$ cat src/rtl/sync_fifo.sv
// Single-clock show-ahead FIFO with occupancy, empty and almost-full status.
// Define SYNC_FIFO_ERROR_FLAGS_EN to add sticky o_overflow / o_underflow outputs.
module sync_fifo #(
    parameter int DEPTH = 4,
    parameter int WIDTH = 32
) (
    input  logic                       i_clock,
    input  logic                       i_reset,
    output logic                       o_empty,
    output logic                       o_almost_full,
    input  logic                       i_write,
    input  logic [WIDTH-1:0]           i_wdata,
    input  logic                       i_read,
    output logic [WIDTH-1:0]           o_rdata,
`ifdef SYNC_FIFO_ERROR_FLAGS_EN
    output logic                       o_overflow,
    output logic                       o_underflow,
`endif
    output logic [$clog2(DEPTH+1)-1:0] o_queued
);

    localparam int CW = $clog2(DEPTH + 1);
    localparam int PW = (DEPTH > 1) ? $clog2(DEPTH) : 1;
    localparam logic [PW-1:0] LAST_PTR   = PW'(DEPTH - 1);
    localparam logic [CW-1:0] FULL_COUNT = CW'(DEPTH);
    localparam logic [CW-1:0] AF_COUNT   = CW'(DEPTH - 1);

    logic [WIDTH-1:0] mem [DEPTH];
    logic [PW-1:0]    rd_ptr;
    logic [PW-1:0]    wr_ptr;
    logic [CW-1:0]    count;

    logic             push;
    logic             pop;
    logic [PW-1:0]    rd_ptr_next;
    logic [PW-1:0]    wr_ptr_next;
    logic [CW-1:0]    count_next;

    // Full/empty qualification uses the pre-edge count, so a push+pop on a
    // full FIFO accepts only the pop.
    always_comb begin
        push        = i_write && (count < FULL_COUNT);
        pop         = i_read && (count != '0);
        rd_ptr_next = rd_ptr;
        wr_ptr_next = wr_ptr;
        count_next  = count;

        if (push) begin
            wr_ptr_next = (wr_ptr == LAST_PTR) ? '0 : wr_ptr + 1'b1;
        end
        if (pop) begin
            rd_ptr_next = (rd_ptr == LAST_PTR) ? '0 : rd_ptr + 1'b1;
        end
        if (push && !pop) begin
            count_next = count + 1'b1;
        end else if (pop && !push) begin
            count_next = count - 1'b1;
        end
    end

    always_ff @(posedge i_clock or negedge i_reset) begin
        if (!i_reset) begin
            rd_ptr <= '0;
            wr_ptr <= '0;
            count  <= '0;
        end else begin
            rd_ptr <= rd_ptr_next;
            wr_ptr <= wr_ptr_next;
            count  <= count_next;
        end
    end

    // Storage is deliberately left out of reset; validity is tracked by count.
    always_ff @(posedge i_clock) begin
        if (push) begin
            mem[wr_ptr] <= i_wdata;
        end
    end

    always_comb begin
        o_empty       = (count == '0);
        o_almost_full = (count >= AF_COUNT);
        o_queued      = count;
        o_rdata       = (count != '0) ? mem[rd_ptr] : '0;
    end

`ifdef SYNC_FIFO_ERROR_FLAGS_EN
    logic overflow_q;
    logic underflow_q;

    // Sticky error flags; only reset clears them.
    always_ff @(posedge i_clock or negedge i_reset) begin
        if (!i_reset) begin
            overflow_q  <= 1'b0;
            underflow_q <= 1'b0;
        end else begin
            if (i_write && (count == FULL_COUNT) && !i_read) begin
                overflow_q <= 1'b1;
            end
            if (i_read && (count == '0)) begin
                underflow_q <= 1'b1;
            end
        end
    end

    assign o_overflow  = overflow_q;
    assign o_underflow = underflow_q;
`endif

endmodule

$ cat config.mk
export PLATFORM = sky130hd
export DESIGN_NAME = sync_fifo
export DESIGN_NICKNAME = d
export VERILOG_FILES = /design/src/rtl/sync_fifo.sv
export SDC_FILE = /design/constraint.sdc
export NUM_CORES = 1
export LEC_CHECK = 0
export ABC_AREA = 1
export CORE_UTILIZATION = 25
export DETAILED_ROUTE_END_ITERATION = 16
export MAX_ROUTING_LAYER = met4
export PLACE_DENSITY_LB_ADDON = 0.08
export SLEW_MARGIN = 30
export SYNTH_ARGS = -nofsm -noshare
export SYNTH_HDL_FRONTEND = slang
export SYNTH_SLANG_ARGS = --single-unit
$ cat constraint.sdc
create_clock -name i_clock -period 2.3 [get_ports i_clock]
set_input_delay 0.345 -clock i_clock [delete_from_list [all_inputs] [get_ports i_clock]]
set_output_delay 0.345 -clock i_clock [all_outputs]
set_load 0.02 [all_outputs]
# After elaboration in Yosys (flattened, before gate mapping)
# Memory sizes are Yosys's and may differ from the RTL's.
# Index checks and enable logic that the tools add are counted.
[totals] register_bits=7 latchBits=0 ram_bits=128 romBits=0 inputBits=36 elab_cells=28 n_memories=1
[mem_list] name="mem" depth=4 width=32 rd=1 rd_ports_with_merged_regs=0 wr=1 line_no="28" text="logic [WIDTH-1:0] mem [DEPTH];"
[op_classes] n_addsub=4 mul=0 div_mod_pow=0 order_cmp=2 eq_ne=2 shift=0 n_mux=7 bitwise_logic=0 reduce_logical=9
[op_table] cell="2-to-1 mux 32 bit" count=1
[op_table] cell="2-to-1 mux 3 bit" count=2
[op_table] cell="adder 2 x 1 -> 2 bit, second input constant" count=2
[op_table] cell="equality test 2 bit, second input constant" count=2
[op_table] cell="logical AND 1 bit" count=4
[op_table] cell="2-to-1 mux 2 bit" count=2
[op_table] cell="adder 3 x 1 -> 3 bit, second input constant" count=1
[op_table] cell=">= comparator 3 x 2 -> 1 bit, second input constant" count=1
[op_table] cell="logical NOT 3 bit" count=1
[op_table] cell="less-than comparator 3 bit, second input constant" count=1
[op_table] cell="nonzero test 3 bit" count=1
[op_table] cell="subtractor 3 x 1 -> 3 bit, second input constant" count=1
[op_table] cell="logical NOT 1 bit" count=2
[op_table] cell="2-to-1 mux 1 bit" count=2
[op_table] cell="nonzero test 2 bit" count=1

# Logic depth before layout (Yosys ltp)
[logic_depth] ltp_word=6 depth_mapped=11 mapped_depth_nobuf=11

# Worst setup path before layout
# OpenSTA, ideal clock, no wires.
[synth_path] kind="register to register" startpoint="register count[2], in the netlist o_queued[2]" endpoint="memory mem[0][0], enable pin" setup_time_ns=0.421 t_arrival_ns=2.038 required_time_ns=1.879 slack_ns=-0.159 stages_incl_launch_ff=4 path_buffers=0 period_less_slack_ns=2.459 cell_sequence="dfrtp_1 > inv_2 > nand2_1 > nor2_1"
[synth_between] elab_chain_cells=4
[synth_lines] element="start, declared" line_no="31" text="logic [CW-1:0] count;"
[synth_lines] element="start signal, assigned" line_no="69" text="count <= count_next;"
[synth_lines] element="less-than comparator 3 bit" line_no="42" text="push = i_write && (count < FULL_COUNT);"
[synth_lines] element="logical AND 1 bit" line_no="42"
[synth_lines] element="2-to-1 mux 1 bit" line_no="75" text="if (push) begin"
[synth_lines] element="2-to-1 mux 1 bit (implied by the code)" line_no="76" text="mem[wr_ptr] <= i_wdata;"
[synth_lines] element="end, declared" line_no="28"
# No other way between the ends.

# Final worst setup path
[layout_path] startpoint="register rd_ptr[0]" endpoint="output port o_rdata[0]"
[layout_between] elab_chain_cells=2
[layout_lines] element="start, declared" line_no="29" text="logic [PW-1:0] rd_ptr;"
[layout_lines] element="start signal, assigned" line_no="67" text="rd_ptr <= rd_ptr_next;"
[layout_lines] element="memory (4 x 32 bit)"
[layout_lines] element="2-to-1 mux 32 bit" line_no="84" text="o_rdata = (count != '0) ? mem[rd_ptr] : '0;"
[layout_lines] element="end, declared" line_no="14" text="output logic [WIDTH-1:0] o_rdata,"
# No other way between the ends.

==> results.py <==
metrics = {
    "worst_setup_path": {
        "crit_required_ps": 1960,
        "worstSetupPathType": "flip-flop to output port",
        "worstReg2RegStart": "o_queued[1]",
        "crit_chain": "buf_6 -> nand2_1 -> nand3_1 -> a21oi_1 -> clkdlybuf4s15_1",
        "timing.rr.end": "o_queued[2]",
        "critPathCaptureType": "output port",
        "reg2reg_slack_ps": 490,
        "critPathArrivalTime_ps": 1850,
        "start_kind": "flip-flop",
        "crit_slowest_cell": "dfrtp_2",
        "cpPeakStageDelay_ps": 440,
        "cp_max_fo": 43,
        "ff2ff_path_depth": 10,
    },
    "finish": {
        "fin_nets": 695,
        "drive_gt1_frac": 0.1687,
        "seq_area_sq_mm": 0.004021,
        "multi_input_area_sq_mm": 0.001212,
        "area_growth_pct": 31.33,
        "layout.cells.non_filler": 977,
        "nFillCells": 2351,
        "antennaDiodeCount": 0,
        "stdcell_area_sq_mm": 0.007721,
    },
    "floorplan": {
        "ios": 73,
        "core-area_sq_mm": 0.02285,
        "rows": 55,
        "dieWidth_microns": 155.4,
        "die_height_microns": 155.4,
        "die_area_sq_mm": 0.02414,
        "initial_utilization": 0.2573,
    },
    "logic_synthesis": {
        "yosysWarnings": 0,
        "syn_area_sq_mm": 0.005879,
        "synth.largest_area_cell": "edfxtp_1",
        "synth_area_leaders": "edfxtp_1 (65%), nand2_1 (8.9%), inv_1 (6.5%), nand3_1 (5.8%), dfrtp_1 (3.0%)",
        "synth-compound-area-share": 0.03150,
        "synth_nets": 603,
        "synthAdderAreaFrac": 0.01617,
        "synth.distinct_cells": 19,
        "muxShareOfSynthArea": 0,
        "synth_top_family_by_area": "simple AND/OR/NAND/NOR gates",
        "yosys.area.top_type_share": 0.6538,
        "avgSynthCellArea_sq_um": 10.50,
        "synthCells": 560,
        "synth.ff_latch_count": 135,
        "yosysSeqAreaShare": 0.6835,
        "synth_xor_area_frac": 0.001490,
        "synth-simple-area-share": 0.1513,
    },
    "outcome": {
        "status": "complete, no violations",
    },
    "sta": {
        "setup_viol": 0,
        "rsz0062_at_grt": "false",
        "fmax_mhz": 456.3,
        "hold_viol_final": 0,
        "tightest_slew_ps": 359.4,
        "relSlewSlack": 0.7596,
        "period_share": 0.9528,
        "period_needed_ps": 2191,
        "clock_skew_ps": 7.624,
        "setup_ws_ps": 108.5,
        "maxSlewViolCount": 0,
    },
    "global_route": {
        "grt_pass1_vias": 4033,
        "antenna_found_initial": 0,
        "grt_pass1_wl_microns": 22400,
        "grt_usage": 0.1292,
        "grt-ovfl-total": 0,
        "grt_max_degree": 44,
    },
    "placement": {
        "gp_congestion": 0.7464,
        "pre_cts_slack_ps": 111.2,
        "dpl.hpwl_microns": 8947,
        "io_buffers": 72,
        "dp_cells": 946,
        "post_dp_cell_area_sq_mm": 0.007142,
    },
    "worst_hold_path": {
        "holdCritPathClass": "input pin to asynchronous set/reset pin",
    },
    "route": {
        "postRouteAntennaNets": 0,
        "first_pass_iters": 4,
        "wl_met3_microns": 427,
        "via_per_inst": 3.954,
        "routed_wl_microns": 14010,
        "drt-met1-wl_microns": 6781,
        "drc": 0,
        "avgRoutedWirePerCell_microns": 14.34,
        "vias": 3863,
        "top_layer": "met4",
        "wl_met2_microns": 6700,
        "initialDrtViolationCount": 109,
    },
    "clocking": {
        "insertion_delay_ps": 410,
        "postCtsSetupBuffers": 0,
        "clk_pin_slew_ps": 60,
        "cts_sinks": 135,
        "htree_levels": 4,
        "cts_tree": "yes",
        "ctsHoldBuffers": 0,
        "clockRootBuffer": "clkbuf_16",
        "clock_path_buffers": 2,
        "cts_inserted_buffers": 17,
    },
    "pwr": {
        "power.density_mw_per_mm2": 1336,
        "leakage_nw": 3.289,
        "vdd_ir_drop_max_v": 0.0005841,
    },
    "job": {
        "cap_violations": 0,
    },
}
## cell usage in the layout, fill, tap and decap left out, types with 4 or more instances in the layout
cell type        instances
buf_4                   15
edfxtp_1               128
inv_1                  102
o21ai_1                  5
nand2_1                139
a21oi_1                 31
ha_1                     6
nor2_4                   4
dfrtp_1                  5
bufinv_16                4
dlygate4sd2_1           18
clkdlybuf4s15_1          5
clkinv_2                 4
clkdlybuf4s50_1         39
buf_12                   6
inv_2                   36
nand3_1                 68
inv_6                    4
clkbuf_16               17
clkbuf_2                 9
## layer usage
layer / up-vias / global-route usage
met2: 61 / 0.2110
met1: 1842 / 0.1600
met4: 0 / 0.03548
met5: - / -
li1: 1954 / -
met3: 6 / 0.03008
## Yosys cell counts, drive strengths merged
cell type / number
inv: 139
nor2: 4
nand4: 1
xnor2: 1
dfrtp: 7
nand3: 68
fa: 1
o21ai: 5
a21oi: 32
edfxtp: 128
clkinv: 5
nand2: 139
ha: 6
or2: 1
buf: 23
## cells by family after synthesis
kind of cell / count (synthesis)
buffers and inverters: 167
AOI/OAI and AO/OA: 37
DFF: 135
and+or+nand+nor: 213
adders and majority gates: 7
xor gates and xnor gates: 1
## where the power goes
part	internal, mW	total [mW]	switching [mW]
combinational	1.48	4.19	2.71
clock	1.82	2.85	1.03
sequential	3.14	3.28	0.140
## registers in the layout (all words and copies together) (netlist names)
| signal | cells |
|---|---|
| rd_ptr | 2 |
| wr_ptr | 2 |
| mem | 128 |
| o_queued | 3 |
## worst max-delay path by stage
stage / cells past startpoint / slack (ps) / start / to
finish: 5 / 110 / rd_ptr[0] / o_rdata[0]
global route: 6 / 0.5 / o_queued[1] / o_rdata[16]
detailed placement: 6 / 110 / rd_ptr[0] / o_rdata[8]
CTS: 6 / 4 / o_queued[1] / o_rdata[26]
global placement: 6 / 100 / rd_ptr[0] / o_rdata[8]
floorplan: 3 / -160 / o_queued[2] / mem[0][0]
## through the flow
stage / setup TNS (ps) / power (mW) / hold WS, ps / utilization
final: 0 / 10.31 / 209.0 / 0.3380
after global placement: 0 / 7.928 / 505.4 / 0.3126
after detailed placement: 0 / 7.925 / 514.7 / 0.3126
after floorplan: -20300 / 5.842 / 49.41 / -
after global routing: 0 / 11.01 / 212.8 / 0.3380
after CTS: 0 / 10.51 / 210.9 / 0.3388
## area by class of cell
cell class,count,share of cell area
clock buffers,17,0.05510
clock inverters,14,0.02593
inverters,144,0.07114
multi-input cells,258,0.1570
flip-flops and latches,135,0.5208
well taps,313,0.05072
repair buffers,96,0.1193
## what timing repair did
| action | CTS | global route |
|---|---|---|
| endpoints found under the setup margin | 33 | 21 |
| resized for setup | 39 | 25 |
| cloned | 0 | 0 |
| endpoints found under the hold margin | 0 | 0 |
## critical path: cells and delay by family, from the launching register on
kind	cells	cell delay, ps
flops	1	440
compound gates	1	240
buf+inv	2	570
simple gates	2	180
No activity file was read; power rests on OpenSTA's default activity.
